$ cat src/rtl/audio_mmio_pkg.sv
// Shared MMIO constants for the audio playback path: bus addresses,
// STATUS word bit positions and CTRL command bits.
package audio_mmio_pkg;

    // Bus addresses
    localparam logic [31:0] OUTRDATA = 32'h4000_0008;
    localparam logic [31:0] OUTLDATA = 32'h4000_000C;
    localparam logic [31:0] STATUS   = 32'h4000_0010;
    localparam logic [31:0] CTRL     = 32'h4000_0014;

    // STATUS word layout
    localparam int unsigned ST_EMPTY     = 0;
    localparam int unsigned ST_FULL      = 1;
    localparam int unsigned ST_UNDERRUN  = 2;
    localparam int unsigned ST_OVERFLOW  = 3;
    localparam int unsigned ST_LEVEL_LSB = 8;

    // CTRL command bits
    localparam int unsigned CT_FLUSH    = 0;
    localparam int unsigned CT_CLRFLAGS = 1;

endpackage

$ cat src/rtl/audio_sample_fifo.sv
// Synchronous FIFO of packed stereo pairs. Pop is ignored when empty; a push
// at full is accepted only when a pop frees the head slot in the same cycle.
// Flush overrides any push or pop in the same cycle.
module audio_sample_fifo #(
    parameter int unsigned Depth = 16,
    parameter int unsigned Width = 32
) (
    input  logic                       clk_i,
    input  logic                       rst_ni,
    input  logic                       push_i,
    input  logic                       pop_i,
    input  logic                       flush_i,
    input  logic [Width-1:0]           wdata_i,
    output logic [Width-1:0]           rdata_o,
    output logic [$clog2(Depth):0]     level_o,
    output logic                       full_o,
    output logic                       empty_o
);

    localparam int unsigned AW = $clog2(Depth);
    localparam int unsigned LW = AW + 1;

    logic [Width-1:0] mem_q [Depth];
    logic [AW-1:0]    wr_ptr_q, wr_ptr_d;
    logic [AW-1:0]    rd_ptr_q, rd_ptr_d;
    logic [LW-1:0]    count_q, count_d;
    logic             do_push, do_pop;

    assign full_o  = (count_q == LW'(Depth));
    assign empty_o = (count_q == '0);
    assign level_o = count_q;
    assign rdata_o = mem_q[rd_ptr_q];

    assign do_pop  = pop_i && !empty_o;
    assign do_push = push_i && (!full_o || do_pop);

    // Next-state pointers and occupancy; pointers wrap naturally (Depth is 2^n)
    always_comb begin
        wr_ptr_d = wr_ptr_q;
        rd_ptr_d = rd_ptr_q;
        count_d  = count_q;
        if (flush_i) begin
            wr_ptr_d = '0;
            rd_ptr_d = '0;
            count_d  = '0;
        end else begin
            if (do_push) wr_ptr_d = wr_ptr_q + AW'(1);
            if (do_pop)  rd_ptr_d = rd_ptr_q + AW'(1);
            unique case ({do_push, do_pop})
                2'b10:   count_d = count_q + LW'(1);
                2'b01:   count_d = count_q - LW'(1);
                default: count_d = count_q;
            endcase
        end
    end

    // Pointer and occupancy registers
    always_ff @(posedge clk_i or negedge rst_ni) begin
        if (!rst_ni) begin
            wr_ptr_q <= '0;
            rd_ptr_q <= '0;
            count_q  <= '0;
        end else begin
            wr_ptr_q <= wr_ptr_d;
            rd_ptr_q <= rd_ptr_d;
            count_q  <= count_d;
        end
    end

    // Sample storage; contents are only observed while the entry is occupied
    always_ff @(posedge clk_i) begin
        if (do_push && !flush_i) begin
            mem_q[wr_ptr_q] <= wdata_i;
        end
    end

endmodule

$ cat src/rtl/audio_play_fifo.sv
// MMIO stereo playback buffer: the CPU writes left then right samples, each
// right write pushes the pair, and every frame request pops one pair onto the
// converter outputs. STATUS lets software poll for space and error flags.
module audio_play_fifo #(
    parameter int unsigned DEPTH    = 16,
    parameter logic [31:0] OUTRDATA = audio_mmio_pkg::OUTRDATA,
    parameter logic [31:0] OUTLDATA = audio_mmio_pkg::OUTLDATA,
    parameter logic [31:0] STATUS   = audio_mmio_pkg::STATUS,
    parameter logic [31:0] CTRL     = audio_mmio_pkg::CTRL
) (
    input  logic        CLK,
    input  logic        AUD_DACLRCK,
    input  logic        iMemWrite,
    input  logic        iMemRead,
    input  logic [31:0] iwMemAddress,
    input  logic [31:0] iwMemWriteData,
    output logic [31:0] oMemReadData,
    input  logic        iSampleReq,
    output logic [15:0] oAudioL,
    output logic [15:0] oAudioR,
    output logic        oFull,
    output logic        oEmpty
);

    import audio_mmio_pkg::*;

    localparam int unsigned LW = $clog2(DEPTH) + 1;

    logic [15:0]   hold_l_q, hold_l_d;
    logic [15:0]   out_l_q, out_l_d;
    logic [15:0]   out_r_q, out_r_d;
    logic          underrun_q, underrun_d;
    logic          overflow_q, overflow_d;

    logic          wr_left, wr_right, wr_ctrl;
    logic          flush, clr_flags;
    logic [31:0]   head;
    logic [LW-1:0] level;
    logic          fifo_full, fifo_empty;
    logic [7:0]    level8;
    logic [31:0]   status_word;
    logic          unused_wdata;

    assign wr_left   = iMemWrite && (iwMemAddress == OUTLDATA);
    assign wr_right  = iMemWrite && (iwMemAddress == OUTRDATA);
    assign wr_ctrl   = iMemWrite && (iwMemAddress == CTRL);
    assign flush     = wr_ctrl && iwMemWriteData[CT_FLUSH];
    assign clr_flags = wr_ctrl && iwMemWriteData[CT_CLRFLAGS];
    assign unused_wdata = ^iwMemWriteData[31:16];

    audio_sample_fifo #(
        .Depth (DEPTH),
        .Width (32)
    ) u_fifo (
        .clk_i   (CLK),
        .rst_ni  (AUD_DACLRCK),
        .push_i  (wr_right),
        .pop_i   (iSampleReq),
        .flush_i (flush),
        .wdata_i ({hold_l_q, iwMemWriteData[15:0]}),
        .rdata_o (head),
        .level_o (level),
        .full_o  (fifo_full),
        .empty_o (fifo_empty)
    );

    // Next-state for holding register, converter outputs and sticky flags
    always_comb begin
        hold_l_d   = hold_l_q;
        out_l_d    = out_l_q;
        out_r_d    = out_r_q;
        underrun_d = clr_flags ? 1'b0 : underrun_q;
        overflow_d = clr_flags ? 1'b0 : overflow_q;
        if (wr_left) hold_l_d = iwMemWriteData[15:0];
        if (iSampleReq) begin
            if (fifo_empty) begin
                underrun_d = 1'b1;
            end else begin
                out_l_d = head[31:16];
                out_r_d = head[15:0];
            end
        end
        // A pop at full always succeeds, so it makes room for the push
        if (wr_right && fifo_full && !iSampleReq) overflow_d = 1'b1;
    end

    // State registers, cleared asynchronously by the LR clock reset
    always_ff @(posedge CLK or negedge AUD_DACLRCK) begin
        if (!AUD_DACLRCK) begin
            hold_l_q   <= '0;
            out_l_q    <= '0;
            out_r_q    <= '0;
            underrun_q <= 1'b0;
            overflow_q <= 1'b0;
        end else begin
            hold_l_q   <= hold_l_d;
            out_l_q    <= out_l_d;
            out_r_q    <= out_r_d;
            underrun_q <= underrun_d;
            overflow_q <= overflow_d;
        end
    end

    // STATUS assembly and combinational read mux
    always_comb begin
        level8                                = 8'(level);
        status_word                           = '0;
        status_word[ST_EMPTY]                 = fifo_empty;
        status_word[ST_FULL]                  = fifo_full;
        status_word[ST_UNDERRUN]              = underrun_q;
        status_word[ST_OVERFLOW]              = overflow_q;
        status_word[ST_LEVEL_LSB +: 8]        = level8;
        oMemReadData = (iMemRead && (iwMemAddress == STATUS)) ? status_word : '0;
    end

    assign oAudioL = out_l_q;
    assign oAudioR = out_r_q;
    assign oFull   = fifo_full;
    assign oEmpty  = fifo_empty;

endmodule

$ cat config.mk
export PLATFORM = sky130hd
export DESIGN_NAME = audio_play_fifo
export DESIGN_NICKNAME = d
export VERILOG_FILES = /design/src/rtl/audio_mmio_pkg.sv /design/src/rtl/audio_sample_fifo.sv /design/src/rtl/audio_play_fifo.sv
export SDC_FILE = /design/constraint.sdc
export NUM_CORES = 1
export LEC_CHECK = 0
export CORE_AREA = 4 4 217 219
export DETAILED_ROUTE_END_ITERATION = 16
export DIE_AREA = 0 0 221 223
export MAX_ROUTING_LAYER = met4
export PLACE_DENSITY_LB_ADDON = 0.05
export SYNTH_ARGS = -nofsm -noshare
export SYNTH_HDL_FRONTEND = slang
export SYNTH_SLANG_ARGS = --single-unit
export TNS_END_PERCENT = 30
$ cat constraint.sdc
create_clock -name CLK -period 9.8 [get_ports CLK]
set_clock_uncertainty 0.05 [all_clocks]
set_input_delay 1.47 -clock CLK [delete_from_list [all_inputs] [get_ports CLK]]
set_output_delay 1.47 -clock CLK [all_outputs]
set_load 0.02 [all_outputs]
# Word level (Yosys, flattened, before mapping)
# Memories as Yosys holds them, arrays and structs flattened. A register that Yosys moved wholly into a read port is not among the register bits.
# Cells that the tools add are included.
# word_totals
wordCells,56
out_inout_bits,66
regBits,31
mem_count,1
input_bits,69
mem_bits_rw,512
# mem_list
memory,depth,width,read_ports,rd_ports_with_merged_regs,write_ports,line,text
u_fifo.mem_q,16,32,1,1,1,audio_sample_fifo.sv:23,logic [Width-1:0] mem_q [Depth];
# op_classes
mux,14
n_eq_ne,7
reduce_logical,23
n_bitwise,1
add_sub_neg,4
# ops
cell,count
32-bit by 31-bit equality test with 1-bit output (second input constant),4
4-bit two-way mux,4
13-bit two-way mux,1
1-bit logical AND,11
5-bit case mux with 2 select lines,1
4-bit by 1-bit adder with 4-bit output (second input constant),2
1-bit two-way mux,7
2-bit nonzero test,3
5-bit by 1-bit adder with 5-bit output (second input constant),1
5-bit equality test (second input constant),1
1-bit zero test,5
5-bit zero test,1
5-bit two-way mux,1
5-bit by 1-bit subtractor with 5-bit output (second input constant),1
3-bit nonzero test,1
2-bit by 1-bit equality test with 1-bit output (second input constant),1
2-bit equality test (second input constant),1
2-bit AND reduction,1
1-bit logical OR,1
1-bit inverter,1

# Logic depth before layout (Yosys ltp)
# depth
word_depth,8
mapped_depth,11

# Cells and area by module
# From an unflattened synthesis, not the netlist that was laid out.
# hier_totals
hier_cells,988
hier_area_um2,22475.3
# by_module_without_submodules
mod,area_per_inst_um2,instances,seq_area_each_um2,cells_each
audio_sample_fifo,20146.8,1,15700.1,822
audio_play_fifo,2328.5,1,1251.2,166

# Worst setup path after synthesis
# No wires, ideal clock.
# synth_path
kind,input port to flip-flop
from,input iwMemAddress[26]
to,"memory u_fifo.mem_q[3][0], enable pin"
stages,5
setup_ns,0.502
arrival_time_ns,5.490
setup_slack_ns,3.758
required_ns,9.248
cell_sequence,nor4_1 -> nand4_1 -> nor3_1 -> nand2_1 -> nor4_1
# synth_via
elab_chain_len,7
elab_cells_between_ends,10
cone_classes,eq/ne: 2; mux: 2; reduce/logical: 6
# synth_lines
item,line,text
from (decl),audio_play_fifo.sv:15,"input logic [31:0] iwMemAddress,"
32-bit by 31-bit equality test with 1-bit output,audio_play_fifo.sv:46,assign wr_ctrl = iMemWrite && (iwMemAddress == CTRL);
1-bit logical AND,audio_play_fifo.sv:46,
1-bit logical AND,audio_play_fifo.sv:47,assign flush = wr_ctrl && iwMemWriteData[CT_FLUSH];
1-bit zero test,audio_sample_fifo.sv:72,if (do_push && !flush_i) begin
1-bit logical AND *,audio_sample_fifo.sv:72,
1-bit two-way mux *,audio_sample_fifo.sv:72,
1-bit two-way mux (implied by the code) *,audio_sample_fifo.sv:73,mem_q[wr_ptr_q] <= wdata_i;
to (decl),audio_sample_fifo.sv:23,
# Mark *: on every way between the ends. The rest lies on a longest branch, timed or not.

# Worst setup path in the final report
# layout_path
from,input iwMemAddress[26]
to,output oMemReadData[10]
# layout_via
elab_chain_len,3
# layout_lines
item,line,text
32-bit by 31-bit equality test with 1-bit output,audio_play_fifo.sv:113,oMemReadData = (iMemRead && (iwMemAddress == STATUS)) ? status_word : '0;
1-bit logical AND,audio_play_fifo.sv:113,
13-bit two-way mux,audio_play_fifo.sv:113,
to (decl),audio_play_fifo.sv:17,"output logic [31:0] oMemReadData,"
# Every way passes these cells.

==> flow_metrics.env <==
export IMPL_cts_tree="done"
export IMPL_synth_top_area_cell="edfxtp_1"
export IMPL_synth_area_leaders="edfxtp_1 69%, mux4_2 16%, dfrtp_1 7.0%"
export IMPL_drc=0
export IMPL_area_growth_pct=15.9
export IMPL_port_buffer_count=95
export IMPL_maxClockFrequency_mhz=167
export IMPL_synth_most_common_cell="edfxtp_1"
export IMPL_place_ws_ns=3.80
export IMPL_ys_top_cells_by_count="512 x edfxtp_1, 160 x mux4_2, 63 x dfrtp_1, 32 x mux2_2, 23 x buf_4"
export IMPL_status="complete, no violations"
export IMPL_period_share_pct=61.2
export IMPL_synth_top_area_share_pct=68.7
export IMPL_rsz0062_at_grt="false"
export IMPL_io_pins=135
export IMPL_cts_root_buf="clkbuf_16"
export IMPL_powerDensity_nw_per_um2=195
export IMPL_worstPathRequired_ns=8.28
export IMPL_wl_per_cell_um=27.5
export IMPL_num_rows=78
export IMPL_clkTransAtPathRegs_ns=0.06
export IMPL_cts_sinks=575
export IMPL_yosys_area_share_simple_pct=2.27
export IMPL_drv_cap=0
export IMPL_num_nets_final=1200
export IMPL_numCtsBuffers=58
export IMPL_ys_seq_area_share_pct=75.7
export IMPL_die_h_um=223
export IMPL_synth_edf_count=512
export IMPL_antenna_found_initial=1
export IMPL_worst_slew_pin_slew_ns=1.07
export IMPL_critPathMaxStageDelay_ns=0.91
export IMPL_ir_drop_v=0.000147
export IMPL_cts_resized=0
export IMPL_wl_um=48700
export IMPL_worst_hold_slack_ns=0.433
export IMPL_path_cells="clkdlybuf4s50_1 > nor4_1 > nand4_1 > nor4_1 > and2_1 > clkdlybuf4s50_1"
export IMPL_dpl_cell_count=1662
export IMPL_cpMaxStageDelayCell="nor4_1"
export IMPL_grt_overflow_total=0
export IMPL_avgSynthCellArea_um2=22.7
export IMPL_synthesis_area_um2=22400
export IMPL_grt_usage_pct=20.5
export IMPL_cp_arrival_ns=4.48
export IMPL_worst_skew_pair_late_latency_ns=0.61
export IMPL_dieArea_um2=49300
export IMPL_power_leakage_nw=9.16
export IMPL_synth_compound_area_share_pct=0.425
export IMPL_initialDrtViolationCount=776
export IMPL_synth_xor_area_share_pct=0.313
export IMPL_place_gp_congestion=0.738
export IMPL_coreArea_um2=45100
export IMPL_grt_pass1_vias=10852
export IMPL_die_w_um=221
export IMPL_crit_type="input port to primary output"
export IMPL_setup_tns_ns=0
export IMPL_syn_inst=985
export IMPL_synth_distinct_cells=41
export IMPL_start_util_pct=49.6
export IMPL_finalSetupViolCount=0
export IMPL_cts_htree_levels=2
export IMPL_drive_above_1_share_pct=27.9
export IMPL_cts_hold_buf=0
export IMPL_min_period_ns=6.00
export IMPL_cts_setup_buffers=0
export IMPL_dpl_hpwl_um=25000
export IMPL_synth_adder_area_share_pct=0.537
export IMPL_fin_ws_ns=3.80
export IMPL_ys_ff_latch=575
export IMPL_vias=10210
export IMPL_dr_pass1_iters=5
export IMPL_ys_flop_type="edfxtp_1"
export IMPL_ctsLongestPathBuffers=3
export IMPL_drtAntennaViolNets=0
export IMPL_relSlewSlack_pct=28.5
export IMPL_async_flop_share_pct=11.0
export IMPL_start_kind="input port"
export IMPL_hold_class="register to register"
export IMPL_grt_max_degree=109
export IMPL_hold_viol=0
export IMPL_ys_warn_count=0
export IMPL_crit_path_max_fanout=9
export IMPL_grt_first_pass_wirelength_um=72600
export IMPL_maxSlewViolCount=0
export IMPL_synth_top_family_by_area="multiplexers"
export IMPL_synthMuxAreaShare_pct=18.6
export IMPL_power_w=0.00506
export IMPL_viasPerCell=5.77
export IMPL_stdcell_count=1771
export IMPL_cp_end_kind="primary output"
## placed cells by master (no fill, tap or decap), types with 5 or more instances in the layout
| cell type | count |
|---|---|
| and2_1 | 10 |
| buf_4 | 28 |
| bufinv_16 | 5 |
| clkbuf_1 | 15 |
| clkbuf_16 | 61 |
| clkdlybuf4s50_1 | 94 |
| clkinv_1 | 11 |
| clkinv_2 | 11 |
| conb_1 | 23 |
| dfrtp_1 | 59 |
| edfxtp_1 | 512 |
| ha_1 | 8 |
| inv_1 | 11 |
| mux2_1 | 16 |
| mux2_2 | 32 |
| mux4_2 | 160 |
| nand2_1 | 8 |
| nand4_1 | 5 |
| nor2_1 | 15 |
| nor4_1 | 12 |
## where the power goes
| group | internal (W) | total (W) | switching [W] |
|---|---|---|---|
| Clock | 0.00129 | 0.00219 | 0.000899 |
| Combinational | 0.0000848 | 0.000173 | 0.0000886 |
| Sequential | 0.00268 | 0.00269 | 0.0000134 |
## per-layer routing
metal | wire length (um) | share of wire (%) | global-route usage, % | vias up
li1 | - | - | - | 4363
met1 | 21200 | 44 | 28.5 | 5548
met2 | 24500 | 50 | 33.1 | 240
met3 | 2140 | 4.4 | 2.93 | 59
met4 | 810 | 1.7 | 4.85 | 0
met5 | 0 | 0 | - | -
## metrics by stage
step	utilization, %	instance area, um2
after detailed placement	53.3	24100
after CTS	57.5	25900
after global placement	53.3	24100
final	57.5	25900
after global routing	57.5	25900
after floorplan	-	22500
## logic make-up after synthesis
logic type / count (synthesis)
and+or+nand+nor: 91
DFF: 575
AOI/OAI and AO/OA: 13
adders and majority gates: 9
muxes: 209
xor gates and xnor gates: 8
other: 1
buffers and inverters: 79
## final timing paths
kind                            cells after the start              start  slack [ns]                 end
worst min register to register                      2         overflow_q        0.43          overflow_q
worst max register to register                     11  u_fifo.level_o[3]        6.20   u_fifo.level_o[4]
worst min-delay path                                2         overflow_q        0.43          overflow_q
worst max-delay path                                6   iwMemAddress[26]        3.80    oMemReadData[10]
min in group asynchronous                           1        AUD_DACLRCK        0.72          oAudioL[9]
max in group asynchronous                           2        AUD_DACLRCK        7.85  u_fifo.rd_ptr_q[0]
## flip-flops by register name (all words and copies together) (netlist names)
| name | cells |
|---|---|
| overflow_q | 1 |
| u_fifo.rd_ptr_q | 4 |
| oAudioL | 16 |
| u_fifo.wr_ptr_q | 4 |
| u_fifo.mem_q | 512 |
| oAudioR | 16 |
| underrun_q | 1 |
| u_fifo.level_o | 5 |
| hold_l_q | 16 |
## worst max-delay path, delay by kind of cell
family / cells / cell delay (ns)
buffers and inverters: 2 / 1.00
AND/OR/NAND/NOR: 4 / 2.02
## final cells by class
| type | count | area [um2] |
|---|---|---|
| Tap cell | 600 | 751 |
| Antenna cell | 1 | 2.50 |
| Sequential cell | 575 | 17000 |
| Timing Repair Buffer | 123 | 1170 |
| Clock buffer | 80 | 1640 |
| Clock inverter | 28 | 254 |
| Fill cell | 3400 | 19100 |
| Inverter | 11 | 41.3 |
| Multi-Input combinational cell | 353 | 5130 |
No activity file was read; power rests on OpenSTA's default activity.
